===== src/rtl/sy_ppl_wb_arb.sv =====
// Write-back arbiter for the single register-file write port.
// ALU results win the port with zero latency; MDU results wait in a small
// FIFO and drain whenever the port is free. A starvation counter forces the
// FIFO head out after STARVE_MAX consecutive ALU-won cycles. Queued writes
// that are overwritten by a younger ALU write (WAW) are squashed in place.
module sy_ppl_wb_arb #(
  parameter int MDU_DEPTH  = 2,
  parameter int STARVE_MAX = 4,
  parameter int DWTH       = 32
) (
  input  logic            clk_i,
  input  logic            rst_i,
  input  logic            alu_wb__rdst_en_i,
  input  logic [4:0]      alu_wb__rdst_idx_i,
  input  logic [DWTH-1:0] alu_wb__rdst_data_i,
  output logic            wb_alu__ready_o,
  input  logic            mdu_wb__rdst_en_i,
  input  logic [4:0]      mdu_wb__rdst_idx_i,
  input  logic [DWTH-1:0] mdu_wb__rdst_data_i,
  output logic            wb_mdu__ready_o,
  output logic            wb_reg__rdst_en_o,
  output logic [4:0]      wb_reg__rdst_idx_o,
  output logic [DWTH-1:0] wb_reg__rdst_data_o,
  input  logic [4:0]      dec_wb__rs1_idx_i,
  input  logic [4:0]      dec_wb__rs2_idx_i,
  output logic            wb_dec__rs1_pend_o,
  output logic            wb_dec__rs2_pend_o,
  output logic            wb__mdu_empty_o
);

  localparam int AW = (MDU_DEPTH > 1) ? $clog2(MDU_DEPTH) : 1;
  localparam int CW = AW + 1;
  localparam int SW = (STARVE_MAX > 0) ? $clog2(STARVE_MAX + 1) : 1;
  localparam logic [CW-1:0] DEPTH_C  = CW'(MDU_DEPTH);
  localparam logic [SW-1:0] STARVE_C = SW'(STARVE_MAX);

  // FIFO storage; a live bit is only ever set in an occupied slot
  logic [4:0]           r_idx  [MDU_DEPTH];
  logic [DWTH-1:0]      r_data [MDU_DEPTH];
  logic [MDU_DEPTH-1:0] r_live;
  logic [AW-1:0]        r_wr_ptr;
  logic [AW-1:0]        r_rd_ptr;
  logic [CW-1:0]        r_count;
  logic [SW-1:0]        r_starve;

  logic w_empty;
  logic w_full;
  logic w_alu_ready;
  logic w_alu_port;
  logic w_push;
  logic w_pop;
  logic w_rs1_pend;
  logic w_rs2_pend;

  assign w_empty     = (r_count == {CW{1'b0}});
  assign w_full      = (r_count == DEPTH_C);
  // Refuse the ALU for one cycle once it has starved a non-empty FIFO
  assign w_alu_ready = !((r_starve == STARVE_C) && !w_empty);
  // An accepted ALU write to x0 is swallowed without using the port
  assign w_alu_port  = alu_wb__rdst_en_i && w_alu_ready && (alu_wb__rdst_idx_i != 5'd0);
  // Ready depends on registered state only: a full FIFO refuses even if it pops now
  assign w_push      = mdu_wb__rdst_en_i && !w_full;
  assign w_pop       = !w_empty && !w_alu_port;

  assign wb_alu__ready_o    = w_alu_ready;
  assign wb_mdu__ready_o    = !w_full;
  assign wb__mdu_empty_o    = w_empty;
  assign wb_dec__rs1_pend_o = w_rs1_pend;
  assign wb_dec__rs2_pend_o = w_rs2_pend;

  // Port mux: ALU first, then the FIFO head (dead heads still occupy the port)
  always_comb begin
    wb_reg__rdst_en_o   = 1'b0;
    wb_reg__rdst_idx_o  = 5'd0;
    wb_reg__rdst_data_o = {DWTH{1'b0}};
    if (w_alu_port) begin
      wb_reg__rdst_en_o   = 1'b1;
      wb_reg__rdst_idx_o  = alu_wb__rdst_idx_i;
      wb_reg__rdst_data_o = alu_wb__rdst_data_i;
    end else if (!w_empty) begin
      wb_reg__rdst_en_o   = r_live[r_rd_ptr];
      wb_reg__rdst_idx_o  = r_idx[r_rd_ptr];
      wb_reg__rdst_data_o = r_data[r_rd_ptr];
    end else begin
      wb_reg__rdst_en_o   = 1'b0;
      wb_reg__rdst_idx_o  = 5'd0;
      wb_reg__rdst_data_o = {DWTH{1'b0}};
    end
  end

  // Hazard flags for decode: any live queued write matching a source register
  always_comb begin
    w_rs1_pend = 1'b0;
    w_rs2_pend = 1'b0;
    for (int i = 0; i < MDU_DEPTH; i++) begin
      w_rs1_pend = w_rs1_pend | (r_live[i] & (r_idx[i] == dec_wb__rs1_idx_i));
      w_rs2_pend = w_rs2_pend | (r_live[i] & (r_idx[i] == dec_wb__rs2_idx_i));
    end
    w_rs1_pend = w_rs1_pend & (dec_wb__rs1_idx_i != 5'd0);
    w_rs2_pend = w_rs2_pend & (dec_wb__rs2_idx_i != 5'd0);
  end

  // FIFO, squash and starvation state
  always_ff @(posedge clk_i or posedge rst_i) begin
    if (rst_i) begin
      for (int i = 0; i < MDU_DEPTH; i++) begin
        r_idx[i]  <= 5'd0;
        r_data[i] <= {DWTH{1'b0}};
      end
      r_live   <= {MDU_DEPTH{1'b0}};
      r_wr_ptr <= {AW{1'b0}};
      r_rd_ptr <= {AW{1'b0}};
      r_count  <= {CW{1'b0}};
      r_starve <= {SW{1'b0}};
    end else begin
      // Older queued writes to the same register are now stale
      for (int i = 0; i < MDU_DEPTH; i++) begin
        if (w_alu_port && (r_idx[i] == alu_wb__rdst_idx_i)) begin
          r_live[i] <= 1'b0;
        end else begin
          r_live[i] <= r_live[i];
        end
      end
      if (w_pop) begin
        r_live[r_rd_ptr] <= 1'b0;
        r_rd_ptr         <= r_rd_ptr + AW'(1);
      end else begin
        r_rd_ptr <= r_rd_ptr;
      end
      // Written after the squash so a same-cycle enqueue counts as younger
      if (w_push) begin
        r_idx[r_wr_ptr]  <= mdu_wb__rdst_idx_i;
        r_data[r_wr_ptr] <= mdu_wb__rdst_data_i;
        r_live[r_wr_ptr] <= (mdu_wb__rdst_idx_i != 5'd0);
        r_wr_ptr         <= r_wr_ptr + AW'(1);
      end else begin
        r_wr_ptr <= r_wr_ptr;
      end
      case ({w_push, w_pop})
        2'b10:   r_count <= r_count + CW'(1);
        2'b01:   r_count <= r_count - CW'(1);
        default: r_count <= r_count;
      endcase
      if (w_pop || w_empty) begin
        r_starve <= {SW{1'b0}};
      end else if (w_alu_port) begin
        r_starve <= r_starve + SW'(1);
      end else begin
        r_starve <= r_starve;
      end
    end
  end

endmodule

===== config.mk =====
export PLATFORM = sky130hd
export DESIGN_NAME = sy_ppl_wb_arb
export DESIGN_NICKNAME = d
export VERILOG_FILES = /design/src/rtl/sy_ppl_wb_arb.sv
export SDC_FILE = /design/constraint.sdc
export NUM_CORES = 1
export LEC_CHECK = 0
export CORE_UTILIZATION = 42
export DETAILED_ROUTE_END_ITERATION = 10
export PLACE_DENSITY_LB_ADDON = 0.15
export SKIP_CTS_REPAIR_TIMING = 1
export SLEW_MARGIN = 10
export SYNTH_ARGS = -nofsm -noshare
export SYNTH_HDL_FRONTEND = slang
export SYNTH_SLANG_ARGS = --single-unit

===== constraint.sdc =====
create_clock -name clk_i -period 4.1 [get_ports clk_i]
set_input_delay 1.23 -clock clk_i [delete_from_list [all_inputs] [get_ports clk_i]]
set_output_delay 1.23 -clock clk_i [all_outputs]
set_load 0.01 [all_outputs]

* Word level (Yosys, flattened, before mapping)
Cells that the tools add are included.
** Word-level totals
- Flip-flop bits (word level) :: 83
- Bits of input ports :: 88
- Output and inout port bits :: 43
- Logic and storage cells :: 97
** Cells by class
- Add/sub/neg operators :: 5
- Order comparisons :: 7
- Eq/ne operators :: 10
- Multiplexer cells :: 32
- Bitwise operators :: 12
- Reduce and logical (&&, ||, !) cells :: 22
** Operators with widths (count)
- $mux W32 :: 6
- $bwmux W64 :: 1
- $demux W32 S1 :: 1
- $eq A5 B5 Y1 :: 6
- $mux W5 :: 6
- $reduce_bool A5 Y1 :: 4
- $bwmux W10 :: 1
- $logic_and A1 B1 Y1 :: 10
- $mux W1 :: 8
- $and A1 B1 Y1 :: 6
- $mux W3 :: 2
- $demux W5 S1 :: 1
- $eq A2 B2 Y1 const B :: 2
- $ge A2 B2 Y1 const B :: 2
- $logic_not A1 Y1 :: 4
- $lt A1 B2 Y1 const B :: 2
- $mux W2 :: 2
- $not A1 Y2 :: 2
- $pmux W2 S2 :: 1
- $reduce_bool A2 Y1 :: 2
- $add A3 B1 Y3 const B :: 1
- $eq A3 B3 Y1 const B :: 1
- $add A1 B1 Y1 const B :: 2
- $add A2 B1 Y2 const B :: 1
- other kinds (11) :: 14

* Depth between registers and ports, before layout
Gate-level depths: netlist of the first run.
- Depth in word-level cells :: 12
- Mapped depth :: 10
- Gate-level depth less buffers :: 10

* Worst setup path before layout of the first run
Ideal clock, no wire load.
- Kind :: input to output
- Start point :: input port alu_wb__rdst_idx_i[1]
- End point :: output port wb_reg__rdst_idx_o[3]
- Data arrival time :: 2.589 ns
- Data required time :: 2.870 ns
- Path slack :: 0.281 ns
- Cell stages on the path :: 4
- Path buffers :: 0
- Cell sequence :: or4_4 > o211ai_4 > o21ai_0 > o21ai_0
** Between the ends
- Cells in the longest elaborated chain, start to end :: 3
** RTL lines
- start, declared :: RTL line 14 : input logic [4:0] alu_wb__rdst_idx_i,
- $reduce_bool A5 Y1 :: RTL line 60 : assign w_alu_port = alu_wb__rdst_en_i && w_alu_ready && (alu_wb__rdst_idx_i != 5'd0);
- $logic_and A1 B1 Y1 :: RTL line 60
- $mux W5 :: RTL line 76 : if (w_alu_port) begin
- end, declared :: RTL line 22 : output logic [4:0] wb_reg__rdst_idx_o,
No other way between the ends.

* Worst setup path in the final report of the first run
- Start point :: input port alu_wb__rdst_idx_i[3]
- End point :: output port wb_reg__rdst_data_o[23]
** Between the ends
- Cells in the longest elaborated chain, start to end :: 3
** RTL lines
- $reduce_bool A5 Y1 :: RTL line 60
- $logic_and A1 B1 Y1 :: RTL line 60
- $mux W32 :: RTL line 76
- end, declared :: RTL line 23 : output logic [DWTH-1:0] wb_reg__rdst_data_o,
No other way between the ends.

==> out/results.ini, run 1 <==
[global_routing]
gr-total-overflow=0
antenna_found_initial=0
grt_pass1_vias=3670
grt_max_degree=45
grt_pass1_wl_um=17400
grt_use_total=0.197

[synthesis]
synthCells=377
synthTopCellsByCount=109 x mux2_2, 83 x dfrtp_1, 41 x nor2_1
synth_area_leader_cell=dfrtp_1
synth_nets=468
synth_seq_cells=83
yosysWarningCount=0
ys_async_sr_fraction=1.00
syn-cell-area_sq_um=4590
synth_flop_cell=dfrtp_1
synth_area_leaders=dfrtp_1 45%, mux2_2 27%, mux2i_1 8.3%, xor2_1 4.0%, nor2_1 3.4%
syn_avg_cell_area_sq_um=12.2
synth_edf_count=0
yosysUniqueCellTypes=29
synth_top_area_frac=0.452
synth.most_common_cell=mux2_2
ys_seq_area_frac=0.452

[clocking]
cts_num_sinks=83
path_clk_slew_ns=0.08
cts_tree=yes
clk_latency_ns=0.35
cts_buffer_depth=2
htree_levels=3
cts_buffers=9
cts-root-buf=clkbuf_8

[critical_path]
start_kind=primary input
critical_path_class=in -> out
cp.depth=8
critical_path.cell_chain=buf_6 > or4_4 > o211ai_4 > buf_6 > clkbuf_16 > buf_12 > mux2_4 > buf_6
r2r_cells=7
cpMostUsedCell=buf_6
crit_buf_inv=5
endpoint_kind=primary output
crit_family=buffers and inverters
cp_max_fo=6
critical_path.max_stage_delay_ns=0.54
critPathArrivalTime_ns=2.94
critPathSlowestCell=or4_4
critical_path_required_ns=2.87

[timing]
skew_ns=0.0114
worst_slew_pin_slew_ns=0.769
setup_ws_ns=-0.0728
fmax_mhz=240
hold_viol=0
final.period_utilization=1.02
setup_viol=26
rsz0062_at_grt=true
relSlewSlack=0.487
finalSetupTns_ns=-0.809
final_max_slew_viol_count=0
finalCriticalPeriod_ns=4.17

[power]
power_density_nw_per_um2=691
leakagePower_nw=3.09
power.total_mw=4.66
ir_drop_uv=383

[finish]
diodes=0
drive_gt1_frac=0.377
syn2layout_area_growth_pct=46.9
fin_nets=619

[placed_design]
portBuffers=130
dp_hpwl_um=7750
gp_congestion=0.875

[detailed_routing]
routedWlPerCell_um=17.6
firstDrtPassIters=4
drc=0
via_count=3465
via_per_inst=5.18
wirelength_um=11800
ant_nets=0
drtIter0Drc=82

[floorplan]
core-area_sq_um=10500
die_w_um=107
rows=37
start_util=0.439
boundaryPins=131
die-area_sq_um=11400
die_y_um=107

[flow_run]
maxCapViolCount=0

[hold_path]
hold_path_class=reg -> reg
holdPathStages=1

[outcome]
violations=setup timing
status=finished, violations left

==> layer usage <==
layer | share of wire | vias up | routed length, um | global-route usage
met5 | 0 | - | 0 | 0
met3 | 0.044 | 15 | 517 | 0.0331
li1 | - | 1625 | - | -
met2 | 0.50 | 88 | 5870 | 0.348
met1 | 0.44 | 1737 | 5240 | 0.243
met4 | 0.014 | 0 | 162 | 0.0656
==> sequential cells by signal, indices dropped and copies added, names as in the netlist <==
register  flops
r_data       64
r_idx        10
r_starve      3
r_count       2
r_live        2
r_rd_ptr      1
r_wr_ptr      1
==> kinds of logic (layout without fill, tap and decap cells) <==
family                     count (synthesis)  in the layout  share of synthesized area
muxes                                    147            147                      0.350
DFF                                       83             83                      0.452
and+or+nand+nor                           73             73                     0.0739
xor gates and xnor gates                  35             35                     0.0668
buffers and inverters                     25            181                     0.0297
AOI/OAI and AO/OA                         11             11                     0.0188
adders and majority gates                  3              3                    0.00818
==> layout make-up <==
cell class / instances / area [sq um]
repair buffers: 161 / 1760
well taps: 136 / 170
flip-flops and latches: 83 / 2080
multi-input cells: 269 / 2530
clock buffers: 11 / 131
clock inverters: 5 / 62.6
inverters: 4 / 16.3
fillers: 848 / 3720
==> path summary, 6_finish.rpt <==
kind / from / end / slack, ns
max in group asynchronous: rst_i / r_rd_ptr / 2.09
min reg2reg: r_starve[0] / r_starve[0] / 0.47
max: alu_wb__rdst_idx_i[3] / wb_reg__rdst_data_o[23] / -0.07
min in group asynchronous: rst_i / r_data[14] / 1.32
max reg2reg: r_count[0] / r_live[0] / 1.74
min: r_starve[0] / r_starve[0] / 0.47
==> metrics by stage <==
step            util  cells  setup WS (ns)  cell area (sq um)  hold WS [ns]
6_report       0.644    669        -0.0728               6740         0.472
5_1_grt        0.644    669        -0.0968               6740         0.498
4_1_cts        0.606    656         -0.700               6340         0.472
3_5_place_dp   0.588    640         -0.680               6150         0.461
3_3_place_gp   0.588    640         -0.666               6150         0.453
2_1_floorplan      -    377          0.281               4590         0.439
==> power breakdown <==
group,internal [mW],total [mW],switching (mW),leakage (nW)
logic,1.50,2.48,0.980,2.01
registers,1.23,1.60,0.362,0.982
clock network,0.286,0.582,0.295,0.0954
==> placed cells by master, fill, tap and decap left out, types with 2 or more instances in the layout <==
cell / netlist / final
a21oi_1: 3 / 3
buf_12: 0 / 7
buf_4: 0 / 16
buf_6: 4 / 40
buf_8: 0 / 2
clkbuf_1: 6 / 2
clkbuf_16: 0 / 3
clkbuf_8: 0 / 9
clkdlybuf4s50_1: 0 / 86
clkinv_2: 0 / 2
dfrtp_1: 83 / 82
dlymetal6s2s_1: 0 / 6
ha_1: 3 / 3
inv_1: 4 / 3
mux2_2: 109 / 74
mux2_4: 0 / 35
mux2i_1: 38 / 38
nand2_1: 6 / 6
nand2b_1: 2 / 2
nand3_1: 8 / 8
nor2_1: 41 / 40
nor3_1: 3 / 3
nor4_1: 5 / 4
o21ai_1: 0 / 2
or4_1: 3 / 3
xnor2_1: 14 / 14
xor2_1: 21 / 21
Power figures use the tool's default switching activity.
==> run 2, diff against run 1 <==
Settings changed: PLACE_DENSITY set to 0.72, PLACE_DENSITY_LB_ADDON 0.15 to not set.
==> run 2 against run 1 <==
  * The flow now finishes without violations
  * Global-route usage up 1.2 points
  * Count of clock-buffer cells in the layout is 1 lower
  * Setup slack better by 0.081 ns
  * Highest routed layer unchanged
  * Sequential power hardly changed
  * Via count is 0.20% higher
  * Sequential share of layout area grew 0.63 points
  * Largest power group unchanged
  * Maximum frequency up 2.0%
  * Sequential cell count unchanged
  * Design area down 2.0%
  * Power fell by 3.0%
==> out/results.ini, run 2 (synthesis results as in run 1) <==
[timing]
final_max_slew_viol_count=0  ; unchanged
fmax_mhz=244  ; was 240 MHz
worst_slew_pin_slew_ns=0.757  ; was 0.769 ns
timing.hold.ws_ns=0.459  ; was 0.472 ns
setup_viol=0  ; was 26
skew_ns=0.00975  ; was 0.0114 ns
relSlewSlack=0.495  ; was 0.487
finalCriticalPeriod_ns=4.09  ; was 4.17 ns
rsz0062_at_grt=true  ; unchanged
hold_viol=0  ; unchanged
final.period_utilization=0.998  ; was 1.02

[finish]
syn2layout_area_growth_pct=43.9  ; was 46.9%
fin_nets=620  ; was 619
drive_gt1_frac=0.383  ; was 0.377
layout_commonest_cell=clkdlybuf4s50_1  ; unchanged
diodes=0  ; unchanged
largest_reg_flops=64  ; unchanged
regMostFlops=r_data  ; unchanged
fill_cells=870  ; was 848
fin_area_sq_um=6610  ; was 6740 sq um
top_regs=r_data (64), r_idx (10), r_starve (3)  ; unchanged
regArea_sq_um=2080  ; unchanged
fin_cells=669  ; unchanged
final_cell_mix=86 x clkdlybuf4s50_1, 82 x dfrtp_1, 78 x mux2_2  ; was 86 x clkdlybuf4s50_1, 82 x dfrtp_1, 74 x mux2_2
multiInputGateArea_sq_um=2520  ; was 2530 sq um

[global_routing]
grt_max_degree=63  ; was 45
gr-total-overflow=0  ; unchanged
antenna_found_initial=0  ; unchanged
grt_use_total=0.209  ; was 0.197
grt_pass1_wl_um=18400  ; was 17400 um
grt_pass1_vias=3708  ; was 3670

[detailed_routing]
via_count=3472  ; was 3465
via_per_inst=5.19  ; was 5.18
routedWlPerCell_um=17.6  ; about the same
firstDrtPassIters=4  ; unchanged
ant_nets=0  ; unchanged
drc=0  ; unchanged
wirelength_um=11800  ; about the same
drtIter0Drc=82  ; unchanged

[critical_path]
start_kind=primary input  ; unchanged
critical_path_required_ns=2.87  ; about the same
critical_path_class=in -> out  ; unchanged
endpoint_kind=primary output  ; unchanged
cp_max_fo=7  ; was 6
critPathArrivalTime_ns=2.86  ; was 2.94 ns

[placed_design]
portBuffers=130  ; unchanged
placed_area_sq_um=6170  ; was 6150 sq um
dp_hpwl_um=7870  ; was 7750 um
dpl.cell_count=646  ; was 640
gp_congestion=0.835  ; was 0.875

[power]
power.total_mw=4.52  ; was 4.66 mW
ir_drop_uv=479  ; was 383 uV
leakagePower_nw=3.02  ; was 3.09 nW
power_density_nw_per_um2=684  ; was 691 nW/um^2

[floorplan]
die_y_um=107  ; unchanged
die-area_sq_um=11400  ; unchanged
rows=37  ; unchanged
core-area_sq_um=10500  ; unchanged
start_util=0.439  ; unchanged
boundaryPins=131  ; unchanged
die_w_um=107  ; unchanged

[clocking]
cts-root-buf=clkbuf_8  ; unchanged
clk_latency_ns=0.35  ; about the same
cts_tree=yes  ; unchanged
cts_buffer_depth=2  ; unchanged
htree_levels=3  ; unchanged
cts_num_sinks=83  ; unchanged
cts_buffers=9  ; unchanged
path_clk_slew_ns=0.08  ; about the same

[outcome]
status=finished clean  ; was finished, violations left

[flow_run]
maxCapViolCount=0  ; unchanged

[hold_path]
hold_path_class=reg -> reg  ; unchanged

run 2: final timing paths:
kind	start	to	slack, ns	cells after the start
min in group asynchronous	rst_i	r_data[20]	1.24	2
max in group asynchronous	rst_i	r_data[47]	2.10	4
max reg2reg	r_count[1]	r_live[0]	1.77	7
min	r_starve[0]	r_starve[0]	0.46	1
min reg2reg	r_starve[0]	r_starve[0]	0.46	1
max	alu_wb__rdst_idx_i[4]	wb_reg__rdst_data_o[12]	0.008	7
run 2: metal layers:
metal,vias up,global-route usage,wire (um)
met3,17,0.0325,556
met2,105,0.353,5740
li1,1628,-,-
met5,-,0,0
met4,0,0.0734,181
met1,1722,0.271,5290
run 2: power breakdown:
part / internal (mW) / switching (mW) / total [mW]
logic: 1.44 / 0.965 / 2.41
registers: 1.23 / 0.380 / 1.61
clock network: 0.215 / 0.286 / 0.501
run 2: layout make-up:
class / count / share of cell area
Multi-Input combinational cell: 269 / 0.381
Timing Repair Buffer: 162 / 0.252
Clock inverter: 5 / 0.00473
Inverter: 4 / 0.00246
Sequential cell: 83 / 0.315
Tap cell: 136 / 0.0258
Clock buffer: 10 / 0.0193
run 2: stage by stage:
step / setup TNS [ns] / setup WS [ns] / util
6_report: 0 / 0.00835 / 0.632
5_1_grt: -0.107 / -0.0197 / 0.632
4_1_cts: -26.28 / -0.750 / 0.605
3_5_place_dp: -25.44 / -0.726 / 0.590
3_3_place_gp: -25.30 / -0.733 / 0.590
2_1_floorplan: 0 / 0.281 / -
run 2: critical path, cell delays in order:
cell       delay, ns
buf_6           0.09
or4_4           0.54
o211ai_4        0.21
buf_12          0.18
clkbuf_16       0.18
mux2_4          0.31
buf_6           0.12
